[src/rtl/bft_leaf_egress_buffer.sv]
// Egress buffer between a leaf shell and its BFT switch leaf port.
// A FIFO plus one output register; the output is held until acknowledged.
//
// Ports:
//   clk, reset_n            clock and async active-low reset
//   din_leaf_interface2bft  packet in (MSB = valid)
//   stall_bft2interface     almost-full indication (registered)
//   dout_egress2bft         packet out, all zeros when idle or during resend
//   ack_bft2egress          switch accepts the packet on dout
//   resend                  blank dout and ignore acks
//   overflow                sticky drop flag
//   clear_overflow          clears overflow (and drop_cnt)
//   occupancy               packets held, output register included
//   drop_cnt                saturating drop count, built only with
//                           BFT_EGRESS_DROP_CNT_EN
module bft_leaf_egress_buffer #(
  parameter int PACKET_BITS  = 49,
  parameter int DEPTH_BITS   = 5,
  parameter int STALL_MARGIN = 4
) (
  input  logic                   clk,
  input  logic                   reset_n,
  input  logic [PACKET_BITS-1:0] din_leaf_interface2bft,
  output logic                   stall_bft2interface,
  output logic [PACKET_BITS-1:0] dout_egress2bft,
  input  logic                   ack_bft2egress,
  input  logic                   resend,
  output logic                   overflow,
  input  logic                   clear_overflow,
  output logic [DEPTH_BITS:0]    occupancy
`ifdef BFT_EGRESS_DROP_CNT_EN
  ,
  output logic [15:0]            drop_cnt
`endif
);

  localparam int CAP   = 1 << DEPTH_BITS;
  localparam int SLOTS = CAP - 1;

  localparam logic [DEPTH_BITS:0] CAP_V =
    (DEPTH_BITS+1)'(CAP);
  localparam logic [DEPTH_BITS:0] MARGIN_V =
    (DEPTH_BITS+1)'(STALL_MARGIN);
  localparam logic [DEPTH_BITS-1:0] LAST =
    DEPTH_BITS'(SLOTS - 1);

  logic [PACKET_BITS-1:0] mem [SLOTS];
  logic [DEPTH_BITS-1:0]  wr_ptr;
  logic [DEPTH_BITS-1:0]  rd_ptr;
  logic [DEPTH_BITS-1:0]  fifo_cnt;
  logic                   out_vld;
  logic [PACKET_BITS-1:0] out_q;
  logic                   stall_q;
  logic                   ovf_q;

  logic                   push;
  logic                   pop;
  logic                   full;
  logic                   accept;
  logic                   drop;
  logic                   load;
  logic                   fifo_rd;
  logic                   fifo_wr;
  logic                   bypass;
  logic [DEPTH_BITS:0]    occ_nxt;

  function automatic logic [DEPTH_BITS-1:0] nxt(
    input logic [DEPTH_BITS-1:0] p
  );
    return (p == LAST) ? '0 : p + 1'b1;
  endfunction

  assign occupancy = {1'b0, fifo_cnt}
                   + {{DEPTH_BITS{1'b0}}, out_vld};

  assign push   = din_leaf_interface2bft[PACKET_BITS-1];
  assign pop    = out_vld & ack_bft2egress & ~resend;
  assign full   = (occupancy == CAP_V);
  assign accept = push & (~full | pop);
  assign drop   = push & full & ~pop;

  // Output register wants a packet when empty or being popped.
  // With an empty FIFO the incoming packet skips the FIFO.
  assign load    = ~out_vld | pop;
  assign fifo_rd = load & (fifo_cnt != '0);
  assign bypass  = load & (fifo_cnt == '0) & accept;
  assign fifo_wr = accept & ~bypass;

  assign occ_nxt = occupancy
                 + {{DEPTH_BITS{1'b0}}, accept}
                 - {{DEPTH_BITS{1'b0}}, pop};

  always_ff @(posedge clk) begin
    if (fifo_wr)
      mem[wr_ptr] <= din_leaf_interface2bft;
  end

  always_ff @(posedge clk or negedge reset_n) begin
    if (!reset_n) begin
      wr_ptr   <= '0;
      rd_ptr   <= '0;
      fifo_cnt <= '0;
      out_vld  <= 1'b0;
      out_q    <= '0;
      stall_q  <= 1'b0;
      ovf_q    <= 1'b0;
    end else begin
      if (fifo_wr)
        wr_ptr <= nxt(wr_ptr);
      if (fifo_rd)
        rd_ptr <= nxt(rd_ptr);
      fifo_cnt <= fifo_cnt
                + DEPTH_BITS'(fifo_wr)
                - DEPTH_BITS'(fifo_rd);
      if (load) begin
        if (fifo_rd) begin
          out_q   <= mem[rd_ptr];
          out_vld <= 1'b1;
        end else if (bypass) begin
          out_q   <= din_leaf_interface2bft;
          out_vld <= 1'b1;
        end else begin
          out_q   <= '0;
          out_vld <= 1'b0;
        end
      end
      stall_q <= (CAP_V - occ_nxt) <= MARGIN_V;
      if (drop)
        ovf_q <= 1'b1;
      else if (clear_overflow)
        ovf_q <= 1'b0;
    end
  end

`ifdef BFT_EGRESS_DROP_CNT_EN
  logic [15:0] drop_q;

  always_ff @(posedge clk or negedge reset_n) begin
    if (!reset_n)
      drop_q <= '0;
    else if (clear_overflow)
      drop_q <= {15'd0, drop};
    else if (drop && drop_q != 16'hFFFF)
      drop_q <= drop_q + 16'd1;
  end

  assign drop_cnt = drop_q;
`endif

  assign dout_egress2bft =
    (out_vld & ~resend) ? out_q : '0;
  assign stall_bft2interface = stall_q;
  assign overflow = ovf_q;

endmodule

[config.mk]
export PLATFORM = sky130hd
export DESIGN_NAME = bft_leaf_egress_buffer
export DESIGN_NICKNAME = d
export VERILOG_FILES = /design/src/rtl/bft_leaf_egress_buffer.sv
export SDC_FILE = /design/constraint.sdc
export NUM_CORES = 2
export LEC_CHECK = 0
export BUFFER_PORTS_ARGS = -buffer_cell sky130_fd_sc_hd__buf_2
export CORE_ASPECT_RATIO = 0.8
export CORE_MARGIN = 5
export CORE_UTILIZATION = 40
export CTS_CLUSTER_SIZE = 30
export DETAILED_ROUTE_END_ITERATION = 10
export PLACE_DENSITY = 0.55
export SYNTH_ARGS = -nofsm -noshare
export SYNTH_HDL_FRONTEND = slang
export SYNTH_SLANG_ARGS = --single-unit
[constraint.sdc]
create_clock -name clk -period 9.3 [get_ports clk]
set_input_delay 0.93 -clock clk [delete_from_list [all_inputs] [get_ports clk]]
set_output_delay 0.93 -clock clk [all_outputs]
set_load 0.02 [all_outputs]
Word level (Yosys, flattened, before mapping):

Memory sizes are Yosys's and may differ from the RTL's.
Index checks and enable logic that the tools add are counted.

* bits in registers: 67
* bits in writable memories: 1519
* word-level logic and storage cells: 51
* memories kept: 1
* bits of input ports: 54

Memory list
* mem: words 31, width 49, read ports 1, clocked after memory_dff 0, write ports 1, line 47 `logic [PACKET_BITS-1:0] mem [SLOTS];`

* bitwise operators: 17
* mux-type cells: 11
* eq/ne operators: 3
* reduce and logical (&&, ||, !) cells: 3
* add/subtract/negate cells: 8
* $lt $le $gt $ge: 1

Operators with widths (count)
* $mux W49: 3
* $add A5 B1 Y5 const B: 2
* $and A1 B1 Y1: 10
* $eq A5 B5 Y1 const B: 2
* $mux W5: 2
* $add A5 B1 Y6: 1
* $add A6 B1 Y6: 1
* $eq A6 B6 Y1 const B: 1
* $le A6 B3 Y1 const B: 1
* $mux W1: 6
* $sub A6 B1 Y6: 1
* $sub A6 B6 Y6 const A: 1
* $add A5 B1 Y5: 1
* $logic_not A5 Y1: 1
* $not A1 Y1: 5
* $reduce_bool A5 Y1: 1
* $sub A5 B1 Y5: 1
* $or A1 B1 Y1: 2
* $reduce_bool A2 Y1: 1

Depth between registers and ports, before layout:

* depth after elaboration: 10
* mapped depth: 21
* mapped depth without buffers: 21

Least setup slack after synthesis:

OpenSTA, ideal clock, no wires.

* path kind: register to register
* from: reg fifo_cnt[0]
* to: mem mem[12][0], enable pin
* cell stages (with the launch flop): 13
* slack: 4419 ps
* buffers on the path: 0
* library setup time: 456 ps
* data arrival time: 4425 ps
* path through: dfrtp_1 ha_1 ha_1 nand2_1 xnor2_1 inv_1 ha_1 nand4bb_1 o21a_1 inv_1 nor2_1 nand2_1 nor2_1

* cells in the longest elaborated chain, start to end: 10
* elaborated cells between the ends (all ways): 12
* those cells by class: add/sub (1); eq/ne (1); mux (2); bitwise (7); reduce/logical (1)

RTL lines
* from (decl): line 50 `logic [DEPTH_BITS-1:0] fifo_cnt;`
* from (signal assigned): line 112 `fifo_cnt <= fifo_cnt`
* $add A5 B1 Y6 (*): line 74 `+ {{DEPTH_BITS{1'b0}}, out_vld};`
* named net occupancy[4]: line 30 `output logic [DEPTH_BITS:0] occupancy`
* $eq A6 B6 Y1 (*): line 78 `assign full = (occupancy == CAP_V);`
* $not A1 Y1 (*): line 79 `assign accept = push & (~full | pop);`
* $or A1 B1 Y1 (*): line 79
* $and A1 B1 Y1 (*): line 79
* $and A1 B1 Y1: line 86 `assign bypass = load & (fifo_cnt == '0) & accept;`
* $not A1 Y1: line 87 `assign fifo_wr = accept & ~bypass;`
* $and A1 B1 Y1 (*): line 87
* $mux W1 (*): line 94 `if (fifo_wr)`
* $mux W1 (implied by the code) (*): line 95 `mem[wr_ptr] <= din_leaf_interface2bft;`
* to (decl): line 47

Mark *: on every way through the listed nets, which the timed path passes. The rest lies on a longest branch.

Worst setup path after layout:

* from: reg out_vld
* to: mem mem[8][8], enable pin

* cells in the longest elaborated chain, start to end: 10
* elaborated cells between the ends (all ways): 15
* those cells by class: add/sub (1); eq/ne (1); mux (2); bitwise (11)

RTL lines
* from (decl): line 51 `logic out_vld;`
* from (signal assigned): line 103 `out_vld <= 1'b0;`
* from (signal assigned): line 118 `out_vld <= 1'b1;`
* from (signal assigned): line 121 `out_vld <= 1'b1;`
* $add A5 B1 Y6: line 74
* $eq A6 B6 Y1: line 78
* $not A1 Y1: line 79
* $or A1 B1 Y1: line 79
* $and A1 B1 Y1: line 79
* $and A1 B1 Y1: line 86
* $not A1 Y1: line 87
* $and A1 B1 Y1 (*): line 87
* $mux W1 (*): line 94
* $mux W1 (implied by the code) (*): line 95

Mark *: on every way between the ends. The rest lies on a longest branch, timed or not.

==> out/results.tsv <==
metric	value	unit
Via density	5.79	
Bufs on Longest Clock Path	3	
Setup crit start kind	flip-flop	
max frequency	210	MHz
power density over the cells	286	nW/um^2
clock power share	0.305	
vias	30196	
critical path peak fanout	31	
Slew Viols, Final	0	
GRT overflow	0	
CP Class	flip-flop to flip-flop	
CP required	9700	ps
leakage	22.0	nW
post-route setup slack	4540	ps
Post-synth EDFFs	1519	
CTS tree	yes	
initial antenna violation count	12	
worst skew pair latency	790	ps
Final Setup Violations	0	
crit-path max cell delay	870	ps
Final Wtd Congestion	0.749	
Avg Inst Size Synth	21.1	um^2
number of clock sinks	1586	
Iter 0 DRT Violations	3268	
row cnt	128	
Worst R2R Start	out_vld	
largest net degree at the start of global routing	132	
yosys warns	0	
IR drop worst, VDD	222	uV
CP Capture Type	flip-flop	
Worst Reg2Reg Path Length in Cells	13	
DP HPWL	88.1	mm
Remaining DRCs	0	
reg2reg setup slack	4540	ps
Synth Flop Type	edfxtp_1	
minimum period implied by the final worst setup slack	4760	ps
Setup TNS	0	ps
placed cells	4932	
first-pass GRT wire length	231	mm
Int Pwr	13.8	mW
Max H-tree Level	4	
Initial Util	0.403	
core area	152000	um^2
most common cell type on the critical path	ha_1	
Synth Cell Area	61400	um^2
RSZ-0062 raised after global routing	no	
Flop pwr share	0.440	
CTS Buf Count	154	
worst slew pin tran	1260	ps
Die X-Extent	448	um
final hold vios	0	
arrival time worst endpoint	5170	ps
Final Skew	24.6	ps
slowest CP cell	nor2_4	
Sw Share	0.302	
hold_ws	236	ps
post-CTS setup buffer count	0	
post-synth top area share	0.742	
share of cells above drive strength 1	0.244	
crit path cell chain	ha_1 > ha_1 > nand2_1 > xnor2_1 > inv_1 > ha_1 > nand4bb_1 > o21a_1 > inv_1 > nor2_1 > nand2_1 > nor2_4 > buf_4	
First-pass DRT Iterations	6	
Placement Setup Slack	4530	ps
cell count after synthesis	2911	
final WL	160	mm
Switch Pwr	5.98	mW
area leader, netlist	edfxtp_1	
average wire per standard cell	30.7	um
Slew HR	0.158	
vias in the first global route	31181	
synth top area cells	edfxtp_1, mux4_2, dfrtp_1, mux2i_1, nor2_1	
Final nets	3153	
Post-CTS Hold Buffers	0	
FF+latch count, synth	1586	
fin crit share	0.512	
Async S/R FF share, synth	0.0422	
Max Cap Viol	0	
status	finished, final reports clean	
Area Overhead vs Synth	12.8	%
GRT Overall Usage	0.198	
Routed Antenna Nets	0	
Finished Layout Cells	5217	
Seq/Total Area, Yosys	0.770	
I/O pin cnt	111	
Reg clk slew, reported paths	60	ps
Port-buffer cells	110	
Hold WC Path Type	input pin to asynchronous set/reset pin	
post-cts resize count	0	
Unique masters post-synth	59	
die boundary height	361	um
Reg-to-Reg End	mem[8][8]	
Synth Net Count	2991	
CTS root buf	clkbuf_16	
Die ar.	162000	um^2
combinational share of power	0.255	
-- cells in the mapped netlist, types with 2 or more instances --
master,n
a31oi_1,13
a21oi_1,7
o211ai_1,9
mux2i_1,165
a221oi_1,8
nor3_1,2
xor2_1,3
nor2b_1,3
clkbuf_1,65
xnor2_1,6
o22ai_1,40
o21ai_1,37
nand2_1,60
and2_1,50
mux2_2,16
o31ai_1,2
edfxtp_1,1519
ha_1,24
nand3_1,7
dfrtp_1,67
nor2_1,127
and3_1,14
nand2b_1,2
buf_2,66
a2111oi_0,38
o21ai_0,30
buf_6,6
buf_4,20
a21o_1,2
a211oi_1,2
or3_1,3
nand3b_1,4
o22a_1,37
buf_1,6
inv_1,24
mux4_2,334
o21a_1,10
a22oi_1,61
fa_1,2
-- power groups by stage --
| stage | combinational [mW] | clock (mW) | sequential, mW |
|---|---|---|---|
| floorplan | 3.58 | 0 | 8.60 |
| global placement | 5.09 | 0 | 8.84 |
| detailed placement | 5.12 | 0 | 8.87 |
| CTS | 5.14 | 6.19 | 8.72 |
| global route | 5.42 | 6.50 | 8.75 |
| finish | 5.05 | 6.04 | 8.71 |
-- metrics by stage --
stage	utilization	area [um^2]	total power, mW
floorplan	-	61400	12.2
global placement	0.423	64500	13.9
detailed placement	0.423	64500	14.0
CTS	0.455	69300	20.0
global route	0.455	69300	20.7
finish	0.455	69300	19.8
-- layout make-up --
type | count | area, um^2
tap | 2015 | 2520
fill | 12777 | 83200
sequential | 1586 | 47300
timing repair buffer | 169 | 1050
clock inverter | 82 | 721
inverter | 26 | 98.8
multi-input combinational | 1136 | 13500
clock buffer | 198 | 4100
antenna | 5 | 12.5
-- layout by cell type (no fill, tap or decap), drive strengths merged, types with 3 or more instances in the layout --
cell	count
edfxtp	1519
mux4	334
clkbuf	198
buf	169
mux2i	165
nor2	127
o21ai	68
dfrtp	67
a22oi	61
nand2	60
clkinv	60
and2	51
o22ai	40
a2111oi	38
o22a	37
inv	34
ha	24
mux2	16
and3	14
a31oi	13
o21a	10
o211ai	9
a221oi	9
bufinv	8
a21oi	7
nand3	7
xnor2	6
clkinvlp	6
diode	5
nand3b	4
nor2b	3
xor2	3
or3	3
-- worst max-delay path by stage --
stage	from	to	slack, ps
finish	out_vld	mem[8][8]	4540
global route	fifo_cnt[0]	mem[8][3]	4270
CTS	fifo_cnt[0]	mem[8][8]	4500
detailed placement	fifo_cnt[0]	mem[8][6]	4530
global placement	fifo_cnt[0]	mem[0][18]	4400
floorplan	fifo_cnt[0]	mem[12][0]	4420
-- state kept, by name (all words and copies together), names as in the netlist --
name	count
out_q	49
out_vld	1
rd_ptr	5
overflow	1
stall_bft2interface	1
fifo_cnt	5
wr_ptr	5
mem	1519
-- kinds of logic (layout without fill, tap and decap cells) --
group,Yosys count,after routing,synth area share
xor gates and xnor gates,9,9,0.00128
buffers and inverters,189,475,0.0148
other,0,5,0
AOI/OAI and AO/OA,306,306,0.0353
adders and majority gates,26,26,0.00554
DFF,1586,1586,0.770
and+or+nand+nor,280,280,0.0211
muxes,515,515,0.152
-- routing by layer --
metal	global-route usage	wire length [um]	vias up
met2	0.312	75900	1162
met4	0.0446	2860	0
met5	0	0	-
met3	0.0337	11300	182
li1	-	-	12436
met1	0.293	70400	16416
-- worst max-delay path, delay by kind of cell (launching register included) --
family | cells | cell delay [ps]
simple gates | 5 | 1930
fa+ha+maj | 3 | 610
buf+inv | 3 | 880
compound gates | 1 | 210
flops | 1 | 400
xor+xnor | 1 | 280
Note: power is estimated with default switching activity, not from simulation.
